### config.mk
export PLATFORM = sky130hd
export DESIGN_NAME = code_loader
export DESIGN_NICKNAME = d
export VERILOG_FILES = /design/src/rtl/code_loader_pkg.sv /design/src/rtl/code_loader_timeout.sv /design/src/rtl/code_loader.sv
export SDC_FILE = /design/constraint.sdc
export NUM_CORES = 1
export LEC_CHECK = 0
export ABC_AREA = 1
export ABC_CLOCK_PERIOD_IN_PS = 2200
export CAP_MARGIN = 25
export CORE_AREA = 2 2 119 75
export CTS_CLUSTER_DIAMETER = 80
export DETAILED_ROUTE_END_ITERATION = 10
export DIE_AREA = 0 0 121 77
export HOLD_SLACK_MARGIN = 0.05
export PLACE_DENSITY = 0.77
export SKIP_CTS_REPAIR_TIMING = 1
export SYNTH_ARGS = -nofsm -noshare
export SYNTH_HDL_FRONTEND = slang
export SYNTH_SLANG_ARGS = --single-unit
### constraint.sdc
create_clock -name i_clk -period 2.2 [get_ports i_clk]
set_clock_uncertainty 0.05 [all_clocks]
set_input_delay 0.44 -clock i_clk [delete_from_list [all_inputs] [get_ports i_clk]]
set_output_delay 0.44 -clock i_clk [all_outputs]
set_load 0.01 [all_outputs]
### src/rtl/code_loader_pkg.sv
// Shared state encoding, framing constants and length check for the UART boot loader.
package code_loader_pkg;

  typedef enum logic [2:0] {
    StSync,
    StLenLo,
    StLenHi,
    StData,
    StCsum,
    StResp,
    StRun
  } state_e;

  localparam logic [7:0] SYNC_BYTE = 8'hA5;
  localparam logic [7:0] ACK_BYTE  = 8'h06;
  localparam logic [7:0] NAK_BYTE  = 8'h15;

  // A frame is loadable when it carries at least one byte and fits the code memory.
  function automatic logic len_in_range(input logic [15:0] len, input int unsigned addr_w);
    return (len != 16'd0) && (32'(len) <= (32'd1 << addr_w));
  endfunction

endpackage

### src/rtl/code_loader_timeout.sv
// Inter-byte timeout: reloads on restart or while disabled, strobes expired when it runs out.
module code_loader_timeout #(
  parameter int unsigned TIMEOUT_CYCLES = 100000
) (
  input  logic i_clk,
  input  logic i_rst,
  input  logic i_restart,
  input  logic i_enable,
  output logic o_expired
);

  localparam int unsigned CntW = (TIMEOUT_CYCLES > 1) ? $clog2(TIMEOUT_CYCLES) : 1;
  localparam logic [CntW-1:0] LoadVal = CntW'(TIMEOUT_CYCLES - 1);

  logic [CntW-1:0] cnt_q, cnt_d;

  always_comb begin
    cnt_d = cnt_q;
    if (i_restart || !i_enable) begin
      cnt_d = LoadVal;
    end else if (cnt_q != '0) begin
      cnt_d = cnt_q - CntW'(1);
    end
  end

  // A byte arriving in the expiry cycle wins over the timeout.
  assign o_expired = i_enable && !i_restart && (cnt_q == '0);

  always_ff @(posedge i_clk) begin
    if (i_rst) begin
      cnt_q <= LoadVal;
    end else begin
      cnt_q <= cnt_d;
    end
  end

endmodule

### src/rtl/code_loader.sv
// UART boot loader for the ice51 core: frames bytes into code memory, replies ACK/NAK and
// owns the code port until an image is accepted. Checksum byte enabled by CODE_LOADER_CSUM_EN.
module code_loader
  import code_loader_pkg::*;
#(
  parameter int unsigned ADDR_W         = 10,
  parameter int unsigned DATA_W         = 8,
  parameter int unsigned TIMEOUT_CYCLES = 100000
) (
  input  logic              i_clk,
  input  logic              i_rst,
  input  logic              i_rx_valid,
  input  logic [DATA_W-1:0] i_rx_data,
  output logic              o_tx_valid,
  output logic [DATA_W-1:0] o_tx_data,
  input  logic              i_tx_ready,
  input  logic              i_cpu_wr,
  input  logic [ADDR_W-1:0] i_cpu_addr,
  input  logic [DATA_W-1:0] i_cpu_data,
  output logic              o_code_wr,
  output logic [ADDR_W-1:0] o_code_addr,
  output logic [DATA_W-1:0] o_code_data,
  output logic              o_cpu_hold,
  output logic              o_err
);

  localparam int unsigned AddrCntW = ADDR_W + 1;

  state_e              state_q, state_d;
  logic [7:0]          len_lo_q, len_lo_d;
  logic [15:0]         len_q, len_d;
  logic [AddrCntW-1:0] addr_q, addr_d;
  logic                wr_q, wr_d;
  logic [ADDR_W-1:0]   wr_addr_q, wr_addr_d;
  logic [DATA_W-1:0]   wr_data_q, wr_data_d;
  logic                tx_valid_q, tx_valid_d;
  logic [DATA_W-1:0]   tx_data_q, tx_data_d;
  logic                err_q, err_d;
`ifdef CODE_LOADER_CSUM_EN
  logic [DATA_W-1:0]   sum_q, sum_d;
`endif

  logic              resp_go;
  logic [DATA_W-1:0] resp_byte;
  logic              to_enable, to_expired, last_byte;
  logic [15:0]       len_rx;

  assign to_enable = (state_q == StLenLo) || (state_q == StLenHi) ||
                     (state_q == StData)  || (state_q == StCsum);
  assign len_rx    = {i_rx_data[7:0], len_lo_q};
  assign last_byte = (32'(addr_q) + 32'd1) == 32'(len_q);

  code_loader_timeout #(
    .TIMEOUT_CYCLES(TIMEOUT_CYCLES)
  ) u_timeout (
    .i_clk    (i_clk),
    .i_rst    (i_rst),
    .i_restart(i_rx_valid),
    .i_enable (to_enable),
    .o_expired(to_expired)
  );

  always_comb begin
    state_d    = state_q;
    len_lo_d   = len_lo_q;
    len_d      = len_q;
    addr_d     = addr_q;
    wr_d       = 1'b0;
    wr_addr_d  = wr_addr_q;
    wr_data_d  = wr_data_q;
    tx_valid_d = tx_valid_q;
    tx_data_d  = tx_data_q;
    err_d      = err_q;
    resp_go    = 1'b0;
    resp_byte  = DATA_W'(NAK_BYTE);
`ifdef CODE_LOADER_CSUM_EN
    sum_d      = sum_q;
`endif
    case (state_q)
      StSync: begin
        if (i_rx_valid && (i_rx_data == DATA_W'(SYNC_BYTE))) begin
          state_d = StLenLo;
          err_d   = 1'b0;
`ifdef CODE_LOADER_CSUM_EN
          sum_d   = '0;
`endif
        end
      end
      StLenLo: begin
        if (to_expired) begin
          resp_go = 1'b1;
        end else if (i_rx_valid) begin
          len_lo_d = i_rx_data[7:0];
          state_d  = StLenHi;
        end
      end
      StLenHi: begin
        if (to_expired) begin
          resp_go = 1'b1;
        end else if (i_rx_valid) begin
          len_d  = len_rx;
          addr_d = '0;
          if (len_in_range(len_rx, ADDR_W)) begin
            state_d = StData;
          end else begin
            resp_go = 1'b1;
          end
        end
      end
      StData: begin
        if (to_expired) begin
          resp_go = 1'b1;
        end else if (i_rx_valid) begin
          wr_d      = 1'b1;
          wr_addr_d = addr_q[ADDR_W-1:0];
          wr_data_d = i_rx_data;
          addr_d    = addr_q + AddrCntW'(1);
`ifdef CODE_LOADER_CSUM_EN
          sum_d     = sum_q + i_rx_data;
          if (last_byte) state_d = StCsum;
`else
          if (last_byte) begin
            resp_go   = 1'b1;
            resp_byte = DATA_W'(ACK_BYTE);
          end
`endif
        end
      end
`ifdef CODE_LOADER_CSUM_EN
      StCsum: begin
        if (to_expired) begin
          resp_go = 1'b1;
        end else if (i_rx_valid) begin
          resp_go   = 1'b1;
          resp_byte = (i_rx_data == sum_q) ? DATA_W'(ACK_BYTE) : DATA_W'(NAK_BYTE);
        end
      end
`endif
      StResp: begin
        if (i_tx_ready) begin
          tx_valid_d = 1'b0;
          if (tx_data_q == DATA_W'(ACK_BYTE)) begin
            state_d = StRun;
          end else begin
            state_d = StSync;
            err_d   = 1'b1;
          end
        end
      end
      StRun: ;
      default: state_d = StSync;
    endcase
    if (resp_go) begin
      state_d    = StResp;
      tx_valid_d = 1'b1;
      tx_data_d  = resp_byte;
    end
  end

  always_ff @(posedge i_clk) begin
    if (i_rst) begin
      state_q    <= StSync;
      len_lo_q   <= '0;
      len_q      <= '0;
      addr_q     <= '0;
      wr_q       <= 1'b0;
      wr_addr_q  <= '0;
      wr_data_q  <= '0;
      tx_valid_q <= 1'b0;
      tx_data_q  <= '0;
      err_q      <= 1'b0;
`ifdef CODE_LOADER_CSUM_EN
      sum_q      <= '0;
`endif
    end else begin
      state_q    <= state_d;
      len_lo_q   <= len_lo_d;
      len_q      <= len_d;
      addr_q     <= addr_d;
      wr_q       <= wr_d;
      wr_addr_q  <= wr_addr_d;
      wr_data_q  <= wr_data_d;
      tx_valid_q <= tx_valid_d;
      tx_data_q  <= tx_data_d;
      err_q      <= err_d;
`ifdef CODE_LOADER_CSUM_EN
      sum_q      <= sum_d;
`endif
    end
  end

  // Once running, the core owns the code port combinationally.
  assign o_cpu_hold  = (state_q != StRun);
  assign o_code_wr   = o_cpu_hold ? wr_q      : i_cpu_wr;
  assign o_code_addr = o_cpu_hold ? wr_addr_q : i_cpu_addr;
  assign o_code_data = o_cpu_hold ? wr_data_q : i_cpu_data;
  assign o_tx_valid  = tx_valid_q;
  assign o_tx_data   = tx_data_q;
  assign o_err       = err_q;

endmodule

== After elaboration in Yosys (flattened, before gate mapping) ==
Cells that the tools add are included.
W data, S select, Z words.
Word-level totals
  logic and storage cells: 115
  output and inout bits: 30
  bits in registers: 84
  input bits: 31
Operators by class
  reductions and logical operators: 30
  eq/ne operators: 28
  add/subtract/negate cells: 3
  magnitude comparators: 1
  bitwise operators: 3
  muxes and demuxes: 38
Operator list (count)
  $mux W11: 4
  $mux W3: 9
  $pmux W11 S2: 1
  $ne A3 B3 Y1 const B: 7
  $mux W5: 4
  $ne A2 B2 Y1 const B: 9
  $logic_not A17 Y1: 1
  $reduce_bool A17 Y1: 1
  $sub A17 B1 Y17 const B: 1
  $eq A12 B16 Y1: 1
  $le A16 B11 Y1 const B: 1
  $reduce_and A8 Y1: 2
  $reduce_bool A16 Y1: 1
  $mux W1: 15
  $pmux W3 S5: 1
  $add A11 B1 Y12 const B: 1
  $add A11 B1 Y11 const B: 1
  $mux W10: 1
  $eq A3 B3 Y1 const B: 3
  $reduce_and A3 Y1: 3
  $eq A8 B3 Y1 const B: 1
  $eq A8 B8 Y1 const B: 1
  $mux W8: 1
  $reduce_bool A2 Y1: 4
  other kinds (16): 29

== Depth between registers and ports, before layout ==
Gate-level depths: netlist of run 1.
  word-level depth: 10
  gate-level depth with buffers: 15
  mapped depth without buffers: 15

== Hierarchy ==
Synthesis of run 1 repeated with hierarchy kept, for this count alone.
Unflattened totals
  cells, all modules: 576
  area, all modules: 4141.5 µm²
Modules (own cells, without submodules)
  code_loader: times used 1, cells an instance 430, area each 3198.1 µm², seq. area each 1241.2 µm²
  code_loader_timeout: times used 1, cells an instance 146, area each 943.4 µm², seq. area each 340.3 µm²

== Worst setup path after synthesis of run 1 ==
OpenSTA, ideal clock, no wires.
  path type: register -> register
  from: register u_timeout.cnt_q[0]
  to: register tx_data_q[0], in the netlist o_tx_data[0]
  path slack: 0.387 ns
  library setup time: 0.114 ns
  path buffers: 0
  data required time: 2.036 ns
  arrival: 1.649 ns
  cell stages (with the launch flop): 12
  period minus slack after synthesis: 1.813 ns
  cell sequence: dfxtp_1 > inv_1 > ha_1 > nand2_1 > nor4_1 > nand2_1 > nor2_1 > nand2_1 > o22ai_1 > nand2_2 > nand3_1 > nand2_1
Between the ends
  cells in the longest elaborated chain, start to end: 4
  elaborated cells between the ends (all ways): 8
  classes of those cells: 6 x mux; 2 x reduce/logical
Ends and longest elaborated chain
  start, declared: line code_loader_timeout.sv:15  | logic [CntW-1:0] cnt_q, cnt_d;
  start signal, assigned: line code_loader_timeout.sv:31  | cnt_q <= LoadVal;
  start signal, assigned: line code_loader_timeout.sv:33  | cnt_q <= cnt_d;
  $logic_not A17 Y1 *: line code_loader_timeout.sv:27  | assign o_expired = i_enable && !i_restart && (cnt_q == '0);
  $logic_and A1 B1 Y1 *: line code_loader_timeout.sv:27
  $mux W1 (tied with other cells): line code_loader.sv:111  | if (to_expired) begin
  $pmux W1 S3 or $mux W5 (tied branches): line code_loader.sv:79  | case (state_q)
  end signal, assigned: line code_loader.sv:184  | tx_data_q <= tx_data_d;
  end, declared: line code_loader.sv:37  | logic [DATA_W-1:0] tx_data_q, tx_data_d;
Every way passes the cells marked *; elsewhere a longest branch is shown, timed or not.
A chain may end at the register's enable or synchronous reset.

== Worst setup path in the final report of run 1 ==
  from: register addr_q[0]
  to: register tx_data_q[0], in the netlist o_tx_data[0]
Between the ends
  cells in the longest elaborated chain, start to end: 6
  elaborated cells between the ends (all ways): 10
  classes of those cells: 1 x add/sub; 1 x eq/ne; 8 x mux
Ends and longest elaborated chain
  start, declared: line code_loader.sv:32  | logic [AddrCntW-1:0] addr_q, addr_d;
  start signal, assigned: line code_loader.sv:179  | addr_q <= addr_d;
  $add A11 B1 Y12 *: line code_loader.sv:51  | assign last_byte = (32'(addr_q) + 32'd1) == 32'(len_q);
  $eq A12 B16 Y1 *: line code_loader.sv:51
  $mux W1 or $mux W5 (tied branches): line code_loader.sv:122  | if (last_byte) begin
  $mux W1 or $mux W5 (tied branches): line code_loader.sv:113  | end else if (i_rx_valid) begin
  $mux W1 or $mux W5 (tied branches): line code_loader.sv:111
  $pmux W1 S3 or $mux W5 (tied branches): line code_loader.sv:79
Marks and branches as above.

==> results.yml, run 1 <==
run_status:
  outcome: "completed"
setup_path:
  endpoint_kind: "register"
  cp.arrival_ns: 2.28
  crit_chain: "ha_2 -> nand2_2 -> inv_1 -> nand4_1 -> nand2_1 -> nor2_1 -> nor2_1 -> nand3_1 -> o21bai_2 -> nand2_2 -> nand3_1 -> nand2_1"
  crit_type: "reg2reg"
  cpPeakStageDelay_ns: 0.38
  critical_path.max_fanout: 7
  crit_path_start_kind: "register"
  regToRegSetupSlack_ns: 0.1
  crit_required_ns: 2.38
  critPathSlowestCell: "dfxtp_2"
floorplan:
  fp.dieArea_um2: 9320
  initial_core_util: 0.485
  io-pin-count: 61
  rows: 26
  core_um2: 8230
  die_h_um: 77
  die_x_um: 121
sta:
  tns_ns: 0
  slew_viol_final: 0
  max_freq_mhz: 476
  min_period_ns: 2.10
  whs_ns: 0.397
  hold_violations: 0
  period_share: 0.956
  setup_viol: 0
pwr:
  peakVddDrop_uv: 503
  p_sw_mw: 0.802
  cellPowerDensity_nw_per_um2: 672
  p_clk_frac: 0.480
  leakagePower_nw: 2.49
  seqPwrFrac: 0.413
  total_power_mw: 3.60
  switching_share: 0.223
  pwr-share-comb: 0.107
  cellInternalPower_mw: 2.80
global_routing:
  antenna_found_initial: 0
  grt-ovfl-total: 0
  grt_pass1_vias: 3775
  grt_pass1_wl_mm: 18.3
  track_usage: 0.247
  grt_max_degree: 51
cts:
  clk_path_buf_depth: 2
  cts_tree: "done"
  cts_made_buffers: 9
  cts-root-buf: "clkbuf_16"
  htree_levels: 3
  clk_latency_ns: 0.34
  clock-sinks: 79
  path_clk_slew_ns: 0.06
synth:
  synth.cell_area_um2: 3990
  synth.most_common_cell: "nand2_1"
  synth_xor_area_frac: 0.0176
  synthCells: 582
  synth_compound_area_frac: 0.195
  synth_top_area_cell: "dfxtp_1"
  synth.top_cells.by_area: "dfxtp_1 (40%), a21oi_1 (8.9%), nand2_1 (8.0%), inv_1 (7.3%), o21ai_0 (7.0%)"
  synth_top_family_by_area: "simple AND/OR/NAND/NOR gates"
  synth_edf_count: 0
  yosys-top-cells-count: "nand2_1 (85), dfxtp_1 (79), inv_1 (78), nor2_1 (73), a21oi_1 (71)"
  ys_warn_count: 0
  synth_mux_area_frac: 0.00846
  ys_types: 37
  ys_async_sr_fraction: 0
  synthAdderAreaFrac: 0.00627
  synthFlopType: "dfxtp_1"
  avgSynthCellArea_um2: 6.86
  yosys.area_share.simple: 0.274
  ys_seq_elements: 79
  ys_seq_area_frac: 0.396
  synth_top_area_share: 0.396
routing:
  routedWlPerCell_um: 14.9
  firstDrtPassIters: 6
  routed_via_density: 5.42
  vias: 4212
  dr.first_iter.drc_count: 397
  antenna_left: 0
  drt-total-wl_mm: 11.6
  drc: 0
worst_hold_path:
  min_path_type: "reg2reg"
placement:
  dp_hpwl_mm: 8.12
  port_buffers: 56
  gp_congestion: 0.899
  place_area_um2: 4830
layout:
  layout-drive-gt1-share: 0.120
  n_antenna_cell: 0
  design_area_um2: 5370
  area_growth_syn_to_layout_pct: 34.4
  nNetsFinal: 694
job:
  drv_cap: 0
==> worst paths after layout <==
kind                                start            to  depth (start not counted)
worst max-delay path            addr_q[0]  o_tx_data[0]                         12
worst min-delay path                o_err         o_err                          2
worst max register to register  addr_q[0]  o_tx_data[0]                         12
worst min register to register      o_err         o_err                          2
==> cells by family (layout without fill, tap and decap cells) <==
group,after synthesis,count (layout)
adder cells (fa/ha/maj),2,2
AND/OR/NAND/NOR,242,242
multiplexers,3,3
flip-flops,79,79
buffers and inverters,103,183
AO/OA/AOI/OAI,144,144
XOR/XNOR,8,8
other,1,4
==> cell type report <==
cell class,instances,area [µm²]
clock inverter,3,90.1
inverter,81,304
tap,112,140
clock buffer,12,256
timing repair buffer,87,903
fill,704,2870
multi-input combinational,403,2090
sequential,79,1580
==> metal layers <==
layer,share of wire,global-route usage,up-vias,wire length (µm)
li1,-,-,2082,-
met1,0.50,0.371,1954,5830
met2,0.40,0.351,156,4670
met3,0.077,0.0677,20,892
met4,0.017,0.0477,0,193
met5,0,0,-,0
==> cell usage in the layout (no fill, tap or decap), types with 2 or more instances in the layout <==
cell	n
a21oi_1	71
buf_12	2
buf_4	27
bufinv_16	3
clkbuf_16	11
clkbuf_8	2
clkdlybuf4s50_1	36
conb_1	4
dfxtp_1	78
dlymetal6s2s_1	20
inv_1	78
inv_2	3
mux2_2	3
nand2_1	82
nand2_2	5
nand3_1	39
nand3_2	3
nand3b_1	2
nand4_1	16
nor2_1	68
nor2_2	7
nor2_4	3
nor3_1	8
o21ai_0	56
o21bai_1	3
o21bai_2	2
o31ai_1	4
o32ai_1	4
xnor2_1	5
xor2_1	3
==> power groups by stage <==
stage          Sequential (mW)  Clock, mW  Combinational (mW)
5_1_grt                   1.49       1.81               0.425
4_1_cts                   1.49       1.75               0.374
2_1_floorplan             1.52          0               0.198
3_3_place_gp              1.52          0               0.363
3_5_place_dp              1.52          0               0.370
6_report                  1.49       1.73               0.385
==> flip-flops by register name, indices dropped and copies added, names as in the netlist <==
name             flops
wr_addr_q           10
len_q               16
addr_q              11
o_err                1
o_tx_data            3
o_tx_valid           1
wr_q                 1
u_timeout.cnt_q     17
state_q              3
len_lo_q             8
wr_data_q            8
==> through the flow <==
step / std cells / worst slack, ns / utilization
floorplan: 585 / 0.387 / -
global placement: 758 / 0.0170 / 0.587
detailed placement: 758 / -0.0796 / 0.587
CTS: 773 / -0.254 / 0.629
global route: 777 / -0.0157 / 0.652
finish: 777 / 0.0977 / 0.652
==> worst max-delay path: cells and delay by family (launching register included) <==
| family | cells | cell delay [ns] |
|---|---|---|
| adders and majority gates | 1 | 0.22 |
| buffers and inverters | 1 | 0.18 |
| DFF | 1 | 0.38 |
| AOI/OAI and AO/OA | 1 | 0.20 |
| and+or+nand+nor | 9 | 0.94 |
No activity file was read; power rests on OpenSTA's default activity.
==> inputs of run 2 (changes only) <==
--- a/config.mk
+++ b/config.mk
@@ -8,12 +8,13 @@
 export ABC_AREA = 1
 export ABC_CLOCK_PERIOD_IN_PS = 2200
 export CAP_MARGIN = 25
-export CORE_AREA = 2 2 119 75
+export CORE_AREA = 2 2 114 72
 export CTS_CLUSTER_DIAMETER = 80
 export DETAILED_ROUTE_END_ITERATION = 10
-export DIE_AREA = 0 0 121 77
+export DIE_AREA = 0 0 116 74
+export GPL_ROUTABILITY_DRIVEN = 1
 export HOLD_SLACK_MARGIN = 0.05
-export PLACE_DENSITY = 0.77
+export PLACE_DENSITY = 0.83
 export SKIP_CTS_REPAIR_TIMING = 1
 export SYNTH_ARGS = -nofsm -noshare
 export SYNTH_HDL_FRONTEND = slang
==> results.yml, run 2 (synthesis results as in run 1) <==
worst_hold_path:
  min_path_type: "reg2reg"
  hold_start: "o_err"
setup_path:
  cpPeakStageDelay_ns: 0.53
  critPathTopFamily: "buffers and inverters"
  path_buf_inv: 3
  critical_path.max_fanout: 16
  cp.arrival_ns: 1.65
  crit_chain: "nand2_1 -> inv_1 -> nand2_4 -> clkbuf_16 -> clkdlybuf4s50_1"
  crit_start: "state_q[1]"
  crit_type: "reg2out"
  critPathSlowestCell: "clkdlybuf4s50_1"
  endpoint_kind: "output port"
  rr_startpoint: "u_timeout.cnt_q[0]"
  crit_path_start_kind: "register"
  crit_required_ns: 1.71
cts:
  clk_latency_ns: 0.34
  clk_path_buf_depth: 2
  cts_made_buffers: 9
  htree_levels: 3
  clock-sinks: 79
  path_clk_slew_ns: 0.05
  cts_tree: "done"
  cts-root-buf: "clkbuf_16"
pwr:
  peakVddDrop_uv: 540
  leakagePower_nw: 2.49
  cellPowerDensity_nw_per_um2: 653
placement:
  port_buffers: 56
  pre_cts_ws_ns: -0.132
  dp_hpwl_mm: 8.23
  dp_cells: 755
  gp_congestion: 0.949
layout:
  largest_reg_flops: 17
  top_regs: "u_timeout.cnt_q (17), len_q (16), addr_q (11)"
  fin_cells: 773
  top_register: "u_timeout.cnt_q"
  n_antenna_cell: 0
  area_growth_syn_to_layout_pct: 32.9
  fillCellCount: 613
  most-common-layout-cells: "nand2_1 (83), dfxtp_1 (78), inv_1 (77)"
  finish.utilization: 0.700
  mostFrequentLayoutCell: "nand2_1"
  nNetsFinal: 694
  layout-drive-gt1-share: 0.117
floorplan:
  core_um2: 7570
  die_x_um: 116
  die_h_um: 74
  io-pin-count: 61
  initial_core_util: 0.527
  fp.dieArea_um2: 8580
  rows: 25
routing:
  dr.first_iter.drc_count: 325
  routed_via_density: 5.55
  drt-total-wl_mm: 11.6
  antenna_left: 0
  drc: 0
  routedWlPerCell_um: 15.0
  vias: 4293
  firstDrtPassIters: 6
run_status:
  outcome: "completed"
job:
  drv_cap: 0
sta:
  tns_ns: 0
  period_share: 0.975
  min_period_ns: 2.14
  slew_headroom: 0.661
  whs_ns: 0.403
  max_freq_mhz: 466
  setup_viol: 0
  slew_viol_final: 0
  worstMarginPinSlew_ns: 0.505
  hold_violations: 0
  worst_slack_ns: 0.0552
global_routing:
  track_usage: 0.273
  gr-usage-met2: 0.424
  met1_usage: 0.380
  grt_busiest_layer: "met2"
  antenna_found_initial: 0
  grt_pass1_wl_mm: 18.2
  grt-ovfl-total: 0
  grt_pass1_vias: 3854
  grt_max_degree: 51
  grt_use_met3: 0.0693
[run 2: changes by cell type in the layout (fill, tap and decap cells not counted), moves of 2 or more]
cell | previous run | this run
nor2_1 | 68 | 70
nor2_2 | 7 | 5
clkbuf_8 | 2 | 0
nand2_2 | 5 | 3
[run 2: area by class of cell]
cell class	count	area, µm²	share of cell area
clock buffer	10	229	0.0432
clock inverter	5	82.6	0.0156
inverter	81	304	0.0573
multi-input combinational	403	2090	0.393
sequential	79	1580	0.298
tap	108	135	0.0255
timing repair buffer	87	883	0.167
[run 2: metal layers]
layer / wire [µm] / vias up
met2: 4870 / 211
met5: 0 / -
met1: 5400 / 1987
met4: 150 / 0
met3: 1210 / 18
li1: - / 2077
[run 2: final timing paths]
| path | endpoint | depth (start not counted) | slack, ns |
|---|---|---|---|
| worst min-delay path | o_err | 2 | 0.40 |
| worst min register to register | o_err | 2 | 0.40 |
| worst max register to register | u_timeout.cnt_q[11] | 12 | 0.08 |
| worst max-delay path | o_cpu_hold | 5 | 0.06 |
[run 2: through the flow]
stage / cell area, µm² / power (mW)
5_1_grt: 5300 / 3.57
4_1_cts: 5140 / 3.46
2_1_floorplan: 4000 / 1.72
3_5_place_dp: 4830 / 1.89
3_3_place_gp: 4830 / 1.88
6_report: 5300 / 3.46
[run 2: worst min-delay path: stages (launching register included)]
cell,delay (ns)
dfxtp_1,0.31
inv_1,0.05
a21oi_1,0.05
[run 2: power breakdown]
group          switching [mW]  internal (mW)
Sequential             0.0216           1.47
Clock                   0.587          0.991
Combinational           0.223          0.170
